## src/rtl/num_feeder_pkg.sv

```systemverilog
// num_feeder_pkg: shared state encoding, default parameters and a helper.
// Latency: n/a (no logic).
// Backpressure: n/a.
package num_feeder_pkg;

  localparam int DEF_WIDTH       = 4;
  localparam int DEF_HOLD_CYCLES = 2;
  localparam int DEF_GAP_CYCLES  = 1;

  typedef enum logic [1:0] {
    ST_IDLE = 2'd0,
    ST_HOLD = 2'd1,
    ST_GAP  = 2'd2
  } state_t;

  function automatic int max2(input int a, input int b);
    return (a > b) ? a : b;
  endfunction

endpackage

```

## src/rtl/num_feeder_if.sv

```systemverilog
// num_feeder_if: control inputs and sample outputs of num_feeder.
// Latency: n/a (wires only).
// Backpressure: none; enable is a capture strobe, not a handshake.
// Ports: start/stop/load/load_val/step (and dir when NUM_FEEDER_DOWN_EN is
// defined) driven by the master; numout/enable/busy/wrapped driven by the slave.
interface num_feeder_if #(
  parameter int WIDTH = num_feeder_pkg::DEF_WIDTH
) ();

  logic             start;
  logic             stop;
  logic             load;
  logic [WIDTH-1:0] load_val;
  logic [WIDTH-1:0] step;
`ifdef NUM_FEEDER_DOWN_EN
  logic             dir;
`endif
  logic [WIDTH-1:0] numout;
  logic             enable;
  logic             busy;
  logic             wrapped;

`ifdef NUM_FEEDER_DOWN_EN
  modport master (output start, stop, load, load_val, step, dir,
                  input  numout, enable, busy, wrapped);
  modport slave  (input  start, stop, load, load_val, step, dir,
                  output numout, enable, busy, wrapped);
`else
  modport master (output start, stop, load, load_val, step,
                  input  numout, enable, busy, wrapped);
  modport slave  (input  start, stop, load, load_val, step,
                  output numout, enable, busy, wrapped);
`endif

endinterface

```

## src/rtl/num_feeder_timer.sv

```systemverilog
// feeder_timer: loadable down-counter with terminal-count flag, shared by HOLD and GAP.
// Latency: load takes effect on the next edge; o_tc is decoded from the count register.
// Backpressure: none.
// Ports: clk, rst_n, i_load/i_load_val (reload), o_tc (count is zero).
module feeder_timer #(
  parameter int CW = 2
) (
  input  logic          clk,
  input  logic          rst_n,
  input  logic          i_load,
  input  logic [CW-1:0] i_load_val,
  output logic          o_tc
);

  logic [CW-1:0] r_cnt;

  always_ff @(posedge clk or negedge rst_n) begin
    if (!rst_n) begin
      r_cnt <= '0;
    end else if (i_load) begin
      r_cnt <= i_load_val;
    end else if (r_cnt != '0) begin
      r_cnt <= r_cnt - CW'(1);
    end
  end

  assign o_tc = (r_cnt == '0);

endmodule

```

## src/rtl/num_feeder.sv

```systemverilog
// num_feeder: streams numout to a shift stage, enable high HOLD_CYCLES then low GAP_CYCLES per sample.
// Latency: start sampled in IDLE -> first HOLD cycle after the next edge; all outputs registered.
// Backpressure: none; stop ends streaming at the next sample boundary (end of HOLD, or at once in GAP).
// Ports: clk, rst_n (async active-low), bus (num_feeder_if.slave).
// Optional: define NUM_FEEDER_DOWN_EN to add bus.dir (1 = count down by step, borrow pulses wrapped).
module num_feeder
  import num_feeder_pkg::*;
#(
  parameter int WIDTH       = DEF_WIDTH,
  parameter int HOLD_CYCLES = DEF_HOLD_CYCLES,
  parameter int GAP_CYCLES  = DEF_GAP_CYCLES
) (
  input  logic         clk,
  input  logic         rst_n,
  num_feeder_if.slave  bus
);

  localparam int            CW      = $clog2(max2(HOLD_CYCLES, GAP_CYCLES) + 1);
  localparam logic [CW-1:0] HOLD_LD = CW'(HOLD_CYCLES - 1);
  localparam logic [CW-1:0] GAP_LD  = CW'(GAP_CYCLES - 1);

  state_t           r_state;
  state_t           w_next;
  logic             r_stop;
  logic [WIDTH-1:0] r_numout;
  logic             r_enable;
  logic             r_busy;
  logic             r_wrapped;

  logic             w_tmr_load;
  logic [CW-1:0]    w_tmr_val;
  logic             w_tmr_tc;
  logic             w_advance;
  logic             w_load_num;
  logic             w_stop_any;
  logic [WIDTH:0]   w_sum;

  feeder_timer #(.CW(CW)) u_timer (
    .clk        (clk),
    .rst_n      (rst_n),
    .i_load     (w_tmr_load),
    .i_load_val (w_tmr_val),
    .o_tc       (w_tmr_tc)
  );

  // A stop in the final HOLD cycle counts as well as an earlier latched one.
  assign w_stop_any = r_stop | bus.stop;

  // Extra MSB carries the carry (up) or borrow (down) out of the WIDTH-bit result.
`ifdef NUM_FEEDER_DOWN_EN
  always_comb begin
    w_sum = {1'b0, r_numout} + {1'b0, bus.step};
    if (bus.dir) begin
      w_sum = {1'b0, r_numout} - {1'b0, bus.step};
    end
  end
`else
  assign w_sum = {1'b0, r_numout} + {1'b0, bus.step};
`endif

  always_ff @(posedge clk or negedge rst_n) begin
    if (!rst_n) begin
      r_state <= ST_IDLE;
    end else begin
      r_state <= w_next;
    end
  end

  always_comb begin
    w_next     = r_state;
    w_tmr_load = 1'b0;
    w_tmr_val  = HOLD_LD;
    w_advance  = 1'b0;
    w_load_num = 1'b0;
    case (r_state)
      ST_IDLE: begin
        w_load_num = bus.load;
        if (bus.start && !bus.stop) begin
          w_next     = ST_HOLD;
          w_tmr_load = 1'b1;
          w_tmr_val  = HOLD_LD;
        end
      end
      ST_HOLD: begin
        if (w_tmr_tc) begin
          if (w_stop_any) begin
            w_next = ST_IDLE;
          end else begin
            w_next     = ST_GAP;
            w_tmr_load = 1'b1;
            w_tmr_val  = GAP_LD;
          end
        end
      end
      ST_GAP: begin
        if (bus.stop) begin
          w_next = ST_IDLE;
        end else if (w_tmr_tc) begin
          w_next     = ST_HOLD;
          w_tmr_load = 1'b1;
          w_tmr_val  = HOLD_LD;
          w_advance  = 1'b1;
        end
      end
      default: begin
        w_next = ST_IDLE;
      end
    endcase
  end

  // Outputs are registered from the next-state decode so they line up with r_state.
  always_ff @(posedge clk or negedge rst_n) begin
    if (!rst_n) begin
      r_stop    <= 1'b0;
      r_numout  <= '0;
      r_enable  <= 1'b0;
      r_busy    <= 1'b0;
      r_wrapped <= 1'b0;
    end else begin
      // Stop latch lives only while HOLD continues; it clears on any exit.
      r_stop    <= (r_state == ST_HOLD) && (w_next == ST_HOLD) && w_stop_any;
      r_enable  <= (w_next == ST_HOLD);
      r_busy    <= (w_next != ST_IDLE);
      r_wrapped <= w_advance & w_sum[WIDTH];
      if (w_load_num) begin
        r_numout <= bus.load_val;
      end else if (w_advance) begin
        r_numout <= w_sum[WIDTH-1:0];
      end
    end
  end

  assign bus.numout  = r_numout;
  assign bus.enable  = r_enable;
  assign bus.busy    = r_busy;
  assign bus.wrapped = r_wrapped;

endmodule
```

## src/flat_wrapper.sv

```systemverilog
// flat-port wrapper written by rule: the top's interface ports become plain ports
module num_feeder_flat import num_feeder_pkg::*;
#(
  parameter int WIDTH       = DEF_WIDTH,
  parameter int HOLD_CYCLES = DEF_HOLD_CYCLES,
  parameter int GAP_CYCLES  = DEF_GAP_CYCLES
)
  (clk, rst_n, bus_start, bus_stop, bus_load, bus_load_val, bus_step, bus_numout, bus_enable, bus_busy, bus_wrapped);
  num_feeder_if #(.WIDTH(WIDTH)) bus_i ();
  input  logic clk;
  input  logic rst_n;
  input wire logic [$bits(bus_i.start)-1:0] bus_start;
  input wire logic [$bits(bus_i.stop)-1:0] bus_stop;
  input wire logic [$bits(bus_i.load)-1:0] bus_load;
  input wire logic [$bits(bus_i.load_val)-1:0] bus_load_val;
  input wire logic [$bits(bus_i.step)-1:0] bus_step;
  output wire logic [$bits(bus_i.numout)-1:0] bus_numout;
  output wire logic [$bits(bus_i.enable)-1:0] bus_enable;
  output wire logic [$bits(bus_i.busy)-1:0] bus_busy;
  output wire logic [$bits(bus_i.wrapped)-1:0] bus_wrapped;
  assign bus_i.start = bus_start;
  assign bus_i.stop = bus_stop;
  assign bus_i.load = bus_load;
  assign bus_i.load_val = bus_load_val;
  assign bus_i.step = bus_step;
  assign bus_numout = bus_i.numout;
  assign bus_enable = bus_i.enable;
  assign bus_busy = bus_i.busy;
  assign bus_wrapped = bus_i.wrapped;
  num_feeder #(.WIDTH(WIDTH), .HOLD_CYCLES(HOLD_CYCLES), .GAP_CYCLES(GAP_CYCLES)) u_core (.clk(clk), .rst_n(rst_n), .bus(bus_i));
endmodule
```

## config.mk

```make
export PLATFORM = sky130hd
export DESIGN_NAME = num_feeder_flat
export DESIGN_NICKNAME = d
export VERILOG_FILES = /design/src/rtl/num_feeder_pkg.sv /design/src/rtl/num_feeder_if.sv /design/src/rtl/num_feeder_timer.sv /design/src/rtl/num_feeder.sv /design/src/flat_wrapper.sv
export SDC_FILE = /design/constraint.sdc
export NUM_CORES = 1
export LEC_CHECK = 0
export ABC_AREA = 1
export BUFFER_PORTS_ARGS = -buffer_cell sky130_fd_sc_hd__buf_2
export CAP_MARGIN = 20
export CORE_MARGIN = 3
export CORE_UTILIZATION = 26
export CTS_BUF_LIST = sky130_fd_sc_hd__clkbuf_4
export DETAILED_ROUTE_END_ITERATION = 10
export SYNTH_ARGS = -nofsm -noshare
export SYNTH_HDL_FRONTEND = slang
export SYNTH_SLANG_ARGS = --single-unit
```

## constraint.sdc

```tcl
create_clock -name clk -period 1.7 [get_ports clk]
set_clock_uncertainty 0.05 [all_clocks]
set_input_delay 0.085 -clock clk [delete_from_list [all_inputs] [get_ports clk]]
set_output_delay 0.085 -clock clk [all_outputs]
set_load 0.005 [all_outputs]
```

---- Yosys cells after proc, flatten, opt, wreduce, memory -nomap -nowiden ----
Index checks and enable logic that the tools add are counted.
Widths: inputs -> output; s select.
word-level totals
  memory bits (read-only) ................. 0
  latch bits .............................. 0
  output and inout bits ................... 7
  memories kept ........................... 0
  flip-flop bits (word level) ............. 12
  bits in writable memories ............... 0
operators by class
  multiply operators ...................... 0
  reductions and logical operators ........ 10
  add/sub/neg operators ................... 2
  magnitude comparators ................... 0
  muxes and demuxes ....................... 21
  div/mod/pow operators ................... 0
  shift-type cells ........................ 0
  bitwise logic cells ..................... 2
  equality and inequality tests ........... 3
operators by type and width
  operator             number
  $mux 2               9
  $mux 1               8
  $mux 4               2
  $reduce_bool 2->1    4
  $pmux 2 s3           1
  $add 4x4->5          1
  $eq 2x1->1 const B   2
  $logic_not 2->1      2
  $logic_and 1x1->1    3
  $pmux 1 s3           1
  $eq 2x2->1 const B   1
  $sub 2x1->2 const B  1
  $and 1x1->1          1
  $logic_not 1->1      1
  $or 1x1->1           1

---- Depth between registers and ports, before layout ----
Gate-level depths: netlist (run 1).
  depth in word-level cells ............... 7
  gate-level depth with buffers ........... 8

---- Modules after synthesis ----
From an unflattened synthesis (run 1), not the netlist that was laid out.
second synthesis, totals
  cell total of the unflattened synthesis .. 90
  area total of the unflattened synthesis .. 765.7 um^2
by module, submodules not included
  module        area an instance (um^2)  times used  cells an instance
  num_feeder    645.6                    1           73
  feeder_timer  120.1                    1           17

---- Worst setup path before layout (run 1) ----
No wires, ideal clock.
  path kind ............................... register -> register
  start ................................... reg u_core.r_numout[0], in the netlist u_core.bus.numout[0]
  end ..................................... reg u_core.r_numout[2], in the netlist u_core.bus.numout[2]
  cell stages (with the launch flop) ...... 8
  setup time .............................. 124 ps
  buffers on the path ..................... 0
  data required time ...................... 1526 ps
  setup slack ............................. 238 ps
  arrival time ............................ 1288 ps
  cells stage by stage .................... dfrtp_1 ha_1 inv_1 fa_1 xor2_1 nand2_1 o211ai_1 nand2_1
between the ends
  word-level cells in the longest chain between the ends .. 3
RTL lines
  what                    line               source
  start, declared         num_feeder.sv:25   logic [WIDTH-1:0] r_numout;
  start signal, assigned  num_feeder.sv:126  r_numout <= bus.load_val;
  start signal, assigned  num_feeder.sv:128  r_numout <= w_sum[WIDTH-1:0];
  $add 4x4->5             num_feeder.sv:58   assign w_sum = {1'b0, r_numout} + {1'b0, bus.step};
  $mux 4                  num_feeder.sv:127  end else if (w_advance) begin
  $mux 4                  num_feeder.sv:125  if (w_load_num) begin
Every way passes these cells. The select of a mux whose other input is x is not followed.
A chain may end at the register's enable or synchronous reset.

---- Worst setup path in the final report (run 1) ----
Same ends and word-level chain as after synthesis.

==> results of run 1 <==
## routing by layer
layer	share of wire	track usage
met5	0	0
met2	0.49	0.154
met4	0	0.00949
met3	0.061	0.0497
met1	0.45	0.117
## worst min path at each step
stage                              endpoint  slack [ps]
floorplan                   u_core.bus.busy        -260
global placement    u_core.u_timer.r_cnt[0]         -60
detailed placement       u_core.bus.wrapped         -60
CTS                    u_core.bus.numout[2]          10
global route           u_core.bus.numout[0]          60
finish                 u_core.bus.numout[0]          70
## cell type report
| type | count | share of cell area |
|---|---|---|
| clock inverters | 1 | 0.00404 |
| inverters | 18 | 0.0727 |
| multi-input cells | 62 | 0.412 |
| flip-flops and latches | 12 | 0.323 |
| clock buffers | 3 | 0.0242 |
| repair buffers | 21 | 0.124 |
| well taps | 30 | 0.0404 |
## timing repair
item | CTS | global route
hold endpoints to repair | 12 | 1
hold buffers | 1 | 1
gates resized for setup | 0 | 0
## sequential cells by signal, summed over array words and instances, names as in the netlist
name and cells:
u_core.r_state 2, u_core.bus.numout 4, u_core.r_stop 1, u_core.u_timer.r_cnt 2, u_core.bus.enable 1, u_core.bus.wrapped 1
u_core.bus.busy 1
## power groups by stage
stage	Clock, mW	Combinational, mW	Sequential [mW]
final	0.179	0.765	0.484
after detailed placement	0	0.773	0.493
after global placement	0	0.747	0.490
after CTS	0.194	0.781	0.487
after floorplan	0	0.563	0.490
after global routing	0.210	0.901	0.501
## layout by cell type, fill, tap and decap left out
cell type,count
a21oi_1,3
buf_2,19
clkbuf_4,3
clkinv_1,2
dfrtp_1,12
dlygate4sd3_1,2
fa_1,1
ha_1,6
inv_1,15
inv_2,2
nand2_1,22
nand2_2,1
nand2_4,1
nand3_1,6
nand3_2,3
nand4_1,1
nor2_1,5
nor2_2,3
o211ai_1,1
o21ai_0,4
o21ai_2,2
or2_1,1
xor2_1,2
## per-stage QoR
step | hold slack, ps | power (mW)
2_1_floorplan | -261 | 1.05
3_3_place_gp | -64.4 | 1.24
3_5_place_dp | -62.3 | 1.27
4_1_cts | 9.86 | 1.46
5_1_grt | 56.1 | 1.61
6_report | 66.3 | 1.43
## critical path: stages, from the launching register on
cell and delay, ps:
dfrtp_1 370, ha_1 180, inv_1 60, fa_1 390, xor2_1 160, nand2_1 60, o211ai_1 80, nand2_1 70
## cells by family after synthesis
family,Yosys count,synth area share
AOI/OAI and AO/OA,10,0.0800
xor gates and xnor gates,2,0.0233
adders and majority gates,7,0.127
buffers and inverters,18,0.0900
DFF,12,0.400
and+or+nand+nor,43,0.280
==> results.toml, run 1 <==
[outcome]
status = "finished clean"

[power]
switchingPower_mw = 0.617
swShare = 0.432
vdd_ir_drop_max_uv = 781
seqPwrFrac = 0.339
pwr-share-clk = 0.125
p_leak_nw = 0.518
pwr-share-comb = 0.535
power.internal_mw = 0.812
p_per_area_nw_per_um2 = 1540

[yosys]
synth_ff_type = "dfrtp_1"
synth_top_cell_by_area = "dfrtp_1"
avgSynthCellArea_um2 = 8.16
ys_ff_latch = 12
synthTopCellsByCount = "nand2_1 (22), inv_1 (15), dfrtp_1 (12)"
synth_area_um2 = 751
syn_inst = 92
yosys.area.top_type_share = 0.400
synth.most_common_cell = "nand2_1"
synthArstFlopShare = 1.00
synth.distinct_cells = 20
synth_edf_count = 0
synth_area_leaders = "dfrtp_1 (40%), nand2_1 (11%), ha_1 (10%), inv_1 (7.5%), nand3_1 (4.0%)"
ys_warn_count = 0
ys_seq_area_frac = 0.400
syn-num-nets = 112

[sta]
slew_headroom = 0.813
setup_ws_ps = 163
tightest_slew_ps = 280
maxSlewViolCount = 0
min_period_over_period = 0.904
max_freq_ghz = 0.651
rsz0062_at_grt = "no"
fin_setup_tns_ps = 0
post-route-min-period_ps = 1540
hold_violations = 0
setup-violations-final = 0

[placed_design]
portBuffers = 19
dp_cells = 141
placedInstanceArea_um2 = 883
gp_congestion = 0.868
pre_cts_ws_ps = 159
hpwl_um = 1250

[drt]
drc = 0
antenna_left = 0
drtPass1Iterations = 4
drt-wirelength-per-cell_um = 10.2
drtIter0Drc = 8
vias = 640
routed_via_density = 4.35
wl_um = 1500

[grt]
grt_usage = 0.0954
antenna_found_initial = 0
grt_pass1_wl_um = 2550
grt-ovfl-total = 0
grt_max_degree = 13
grt_pass1_vias = 633

[setup_path]
crit_required_ps = 1810
start_kind = "flop"
worstSetupPathType = "flop to flop"
crit_end = "u_core.bus.numout[2]"
rrSetupSlack_ps = 160
rr_endpoint = "u_core.bus.numout[2]"
worst-path-max-fanout = 3
endpoint_kind = "flop"
r2r_cells = 7
reg2reg_from = "u_core.bus.numout[0]"
critPathLaunch = "u_core.bus.numout[0]"
arrival_ps = 1650

[worst_hold_path]
worstHoldPathType = "primary input to flop"
hp-start = "bus_load_val[0]"
worstHoldPathCells = 5

[layout]
antenna_cells = 0
final_util = 0.356
drive_gt1_frac = 0.291
stdcell_count = 147
fillers = 286
syn_to_final_growth_pct = 23.8
multi_input_area_um2 = 383
design_area_um2 = 930
nets = 138
final-seq-area_um2 = 300

[floorplan]
die-height_um = 59.7
fp.dieW_um = 59.7
start_util = 0.287
io_pins = 20
die-area_um2 = 3570
rows = 18
core-area_um2 = 2610

[cts]
clk_latency_ps = 270
cts_buffers = 3
clockBufferDepth = 2
cts_setup_buffers = 0
clock-root-buffer = "clkbuf_4"
cts_tree = "done"
clk_pin_slew_ps = 80
cts.sinks = 12
htree_levels = 1

[job]
cap_viol_max_count = 0
Note: power is estimated with default switching activity, not from simulation.
==> run 2: changes to the inputs <==
==> constraint.sdc (replaced) <==
create_clock -name clk -period 1.59 [get_ports clk]
set_clock_uncertainty 0.05 [all_clocks]
set_input_delay 0.0795 -clock clk [delete_from_list [all_inputs] [get_ports clk]]
set_output_delay 0.0795 -clock clk [all_outputs]
set_load 0.005 [all_outputs]
==> results.toml, run 2 (synthesis gave the netlist of run 1 again) <==
[power]
power.internal_mw = 0.902
swShare = 0.429
seqPwrFrac = 0.325
p_per_area_nw_per_um2 = 1690
switchingPower_mw = 0.678
p_leak_nw = 0.524
pwr-share-comb = 0.554
vdd_ir_drop_max_uv = 689
pwr-share-clk = 0.121

[floorplan]
start_util = 0.287
io_pins = 20
rows = 18
die-area_um2 = 3570
die-height_um = 59.7
fp.dieW_um = 59.7
core-area_um2 = 2610

[cts]
clk_latency_ps = 270
clk_pin_slew_ps = 70
cts_buffers = 3
clockBufferDepth = 2
htree_levels = 1
cts_tree = "done"
clock-root-buffer = "clkbuf_4"
cts.sinks = 12

[sta]
slew_headroom = 0.813
tightest_slew_ps = 280
rsz0062_at_grt = "no"
max_freq_ghz = 0.672
fin_setup_tns_ps = 0
post-route-min-period_ps = 1490
setup-violations-final = 0
hold_violations = 0
maxSlewViolCount = 0
min_period_over_period = 0.936

[layout]
syn_to_final_growth_pct = 24.8
largest_register_ffs = 4
multi_input_area_um2 = 385
nets = 139
final_common_cell = "nand2_1"
final-seq-area_um2 = 300
fillers = 282
antenna_cells = 0
final_util = 0.359
stdcell_count = 148
drive_gt1_frac = 0.314
layout_common_cells = "nand2_1 (22), buf_2 (19), inv_1 (15)"

[worst_hold_path]
worstHoldPathCells = 3
worstHoldPathType = "primary input to flop"

[setup_path]
critPathSlowestCell = "fa_2"
r2r_cells = 6
crit_family = "adder cells"
path_cells = "ha_1 > inv_1 > fa_2 > nand2_1 > o21ai_1 > o21ai_2"
arrival_ps = 1640
timing.critical_path.buf_inv = 1
worst-path-max-fanout = 2
path_depth = 6
endpoint_kind = "flop"
rrSetupSlack_ps = 100
start_kind = "flop"
slowest_delay_ps = 430
crit_required_ps = 1740
worstSetupPathType = "flop to flop"

[placed_design]
hpwl_um = 1250
gp_congestion = 0.894
dp_cells = 142
portBuffers = 19

[drt]
vias = 651
drtPass1Iterations = 4
drc = 0
wl_um = 1570
routed_via_density = 4.40
drtIter0Drc = 8
drt-wirelength-per-cell_um = 10.6
antenna_left = 0

[outcome]
status = "finished clean"

[grt]
grt-ovfl-total = 0
grt_pass1_vias = 650
grt_max_degree = 13
grt_usage = 0.0965
grt_pass1_wl_um = 2610
antenna_found_initial = 0

[job]
cap_viol_max_count = 0
==> run 2: power groups by stage <==
stage | combinational [mW] | sequential (mW) | clock (mW)
finish | 0.876 | 0.514 | 0.191
global route | 1.04 | 0.528 | 0.214
CTS | 0.863 | 0.517 | 0.197
detailed placement | 0.850 | 0.522 | 0
global placement | 0.827 | 0.515 | 0
floorplan | 0.602 | 0.523 | 0
==> run 2: path summary, 6_finish.rpt <==
check | to | startpoint
hold reg to reg | u_core.bus.numout[3] | u_core.bus.numout[3]
setup reg to reg | u_core.bus.numout[1] | u_core.bus.numout[0]
min in group asynchronous | u_core.u_timer.r_cnt[0] | rst_n
hold / removal | u_core.bus.numout[2] | bus_load_val[2]
max in group asynchronous | u_core.bus.numout[2] | rst_n
setup / recovery | u_core.bus.numout[1] | u_core.bus.numout[0]
==> run 2: cell type report <==
cell class | instances | area share
tap | 30 | 0.0401
clock buffer | 3 | 0.0240
sequential | 12 | 0.320
timing repair buffer | 22 | 0.128
inverter | 18 | 0.0721
multi-input combinational | 62 | 0.411
clock inverter | 1 | 0.00401
==> run 2: metrics by stage <==
step                hold slack [ps]  area, um2  total power, mW  setup WS (ps)
floorplan                      -266        751             1.13            128
global placement              -70.7        891             1.34            111
detailed placement            -71.5        891             1.37           71.0
CTS                            20.6        927             1.58           55.9
global route                   23.2        937             1.78           9.06
finish                         21.4        937             1.58            101
==> run 2: timing repair <==
| action | 4_1_cts | 5_1_grt |
|---|---|---|
| resized for setup | 0 | 2 |
| setup endpoints to repair | 0 | 3 |
| hold endpoints to repair | 12 | 0 |
| buffers inserted | 0 | 1 |
| hold buffers | 1 | 0 |
==> run 2: worst register-to-register path, stage by stage, from the launching register on <==
cell and delay [ps]:
dfrtp_1 400, ha_1 220, inv_1 70, fa_2 430, nand2_1 70, o21ai_1 70, o21ai_2 120
==> run 2: routing by layer <==
metal	wire, um	track usage
met5	0	0
met1	707	0.123
met4	17	0.0285
met3	77	0.0281
met2	764	0.157
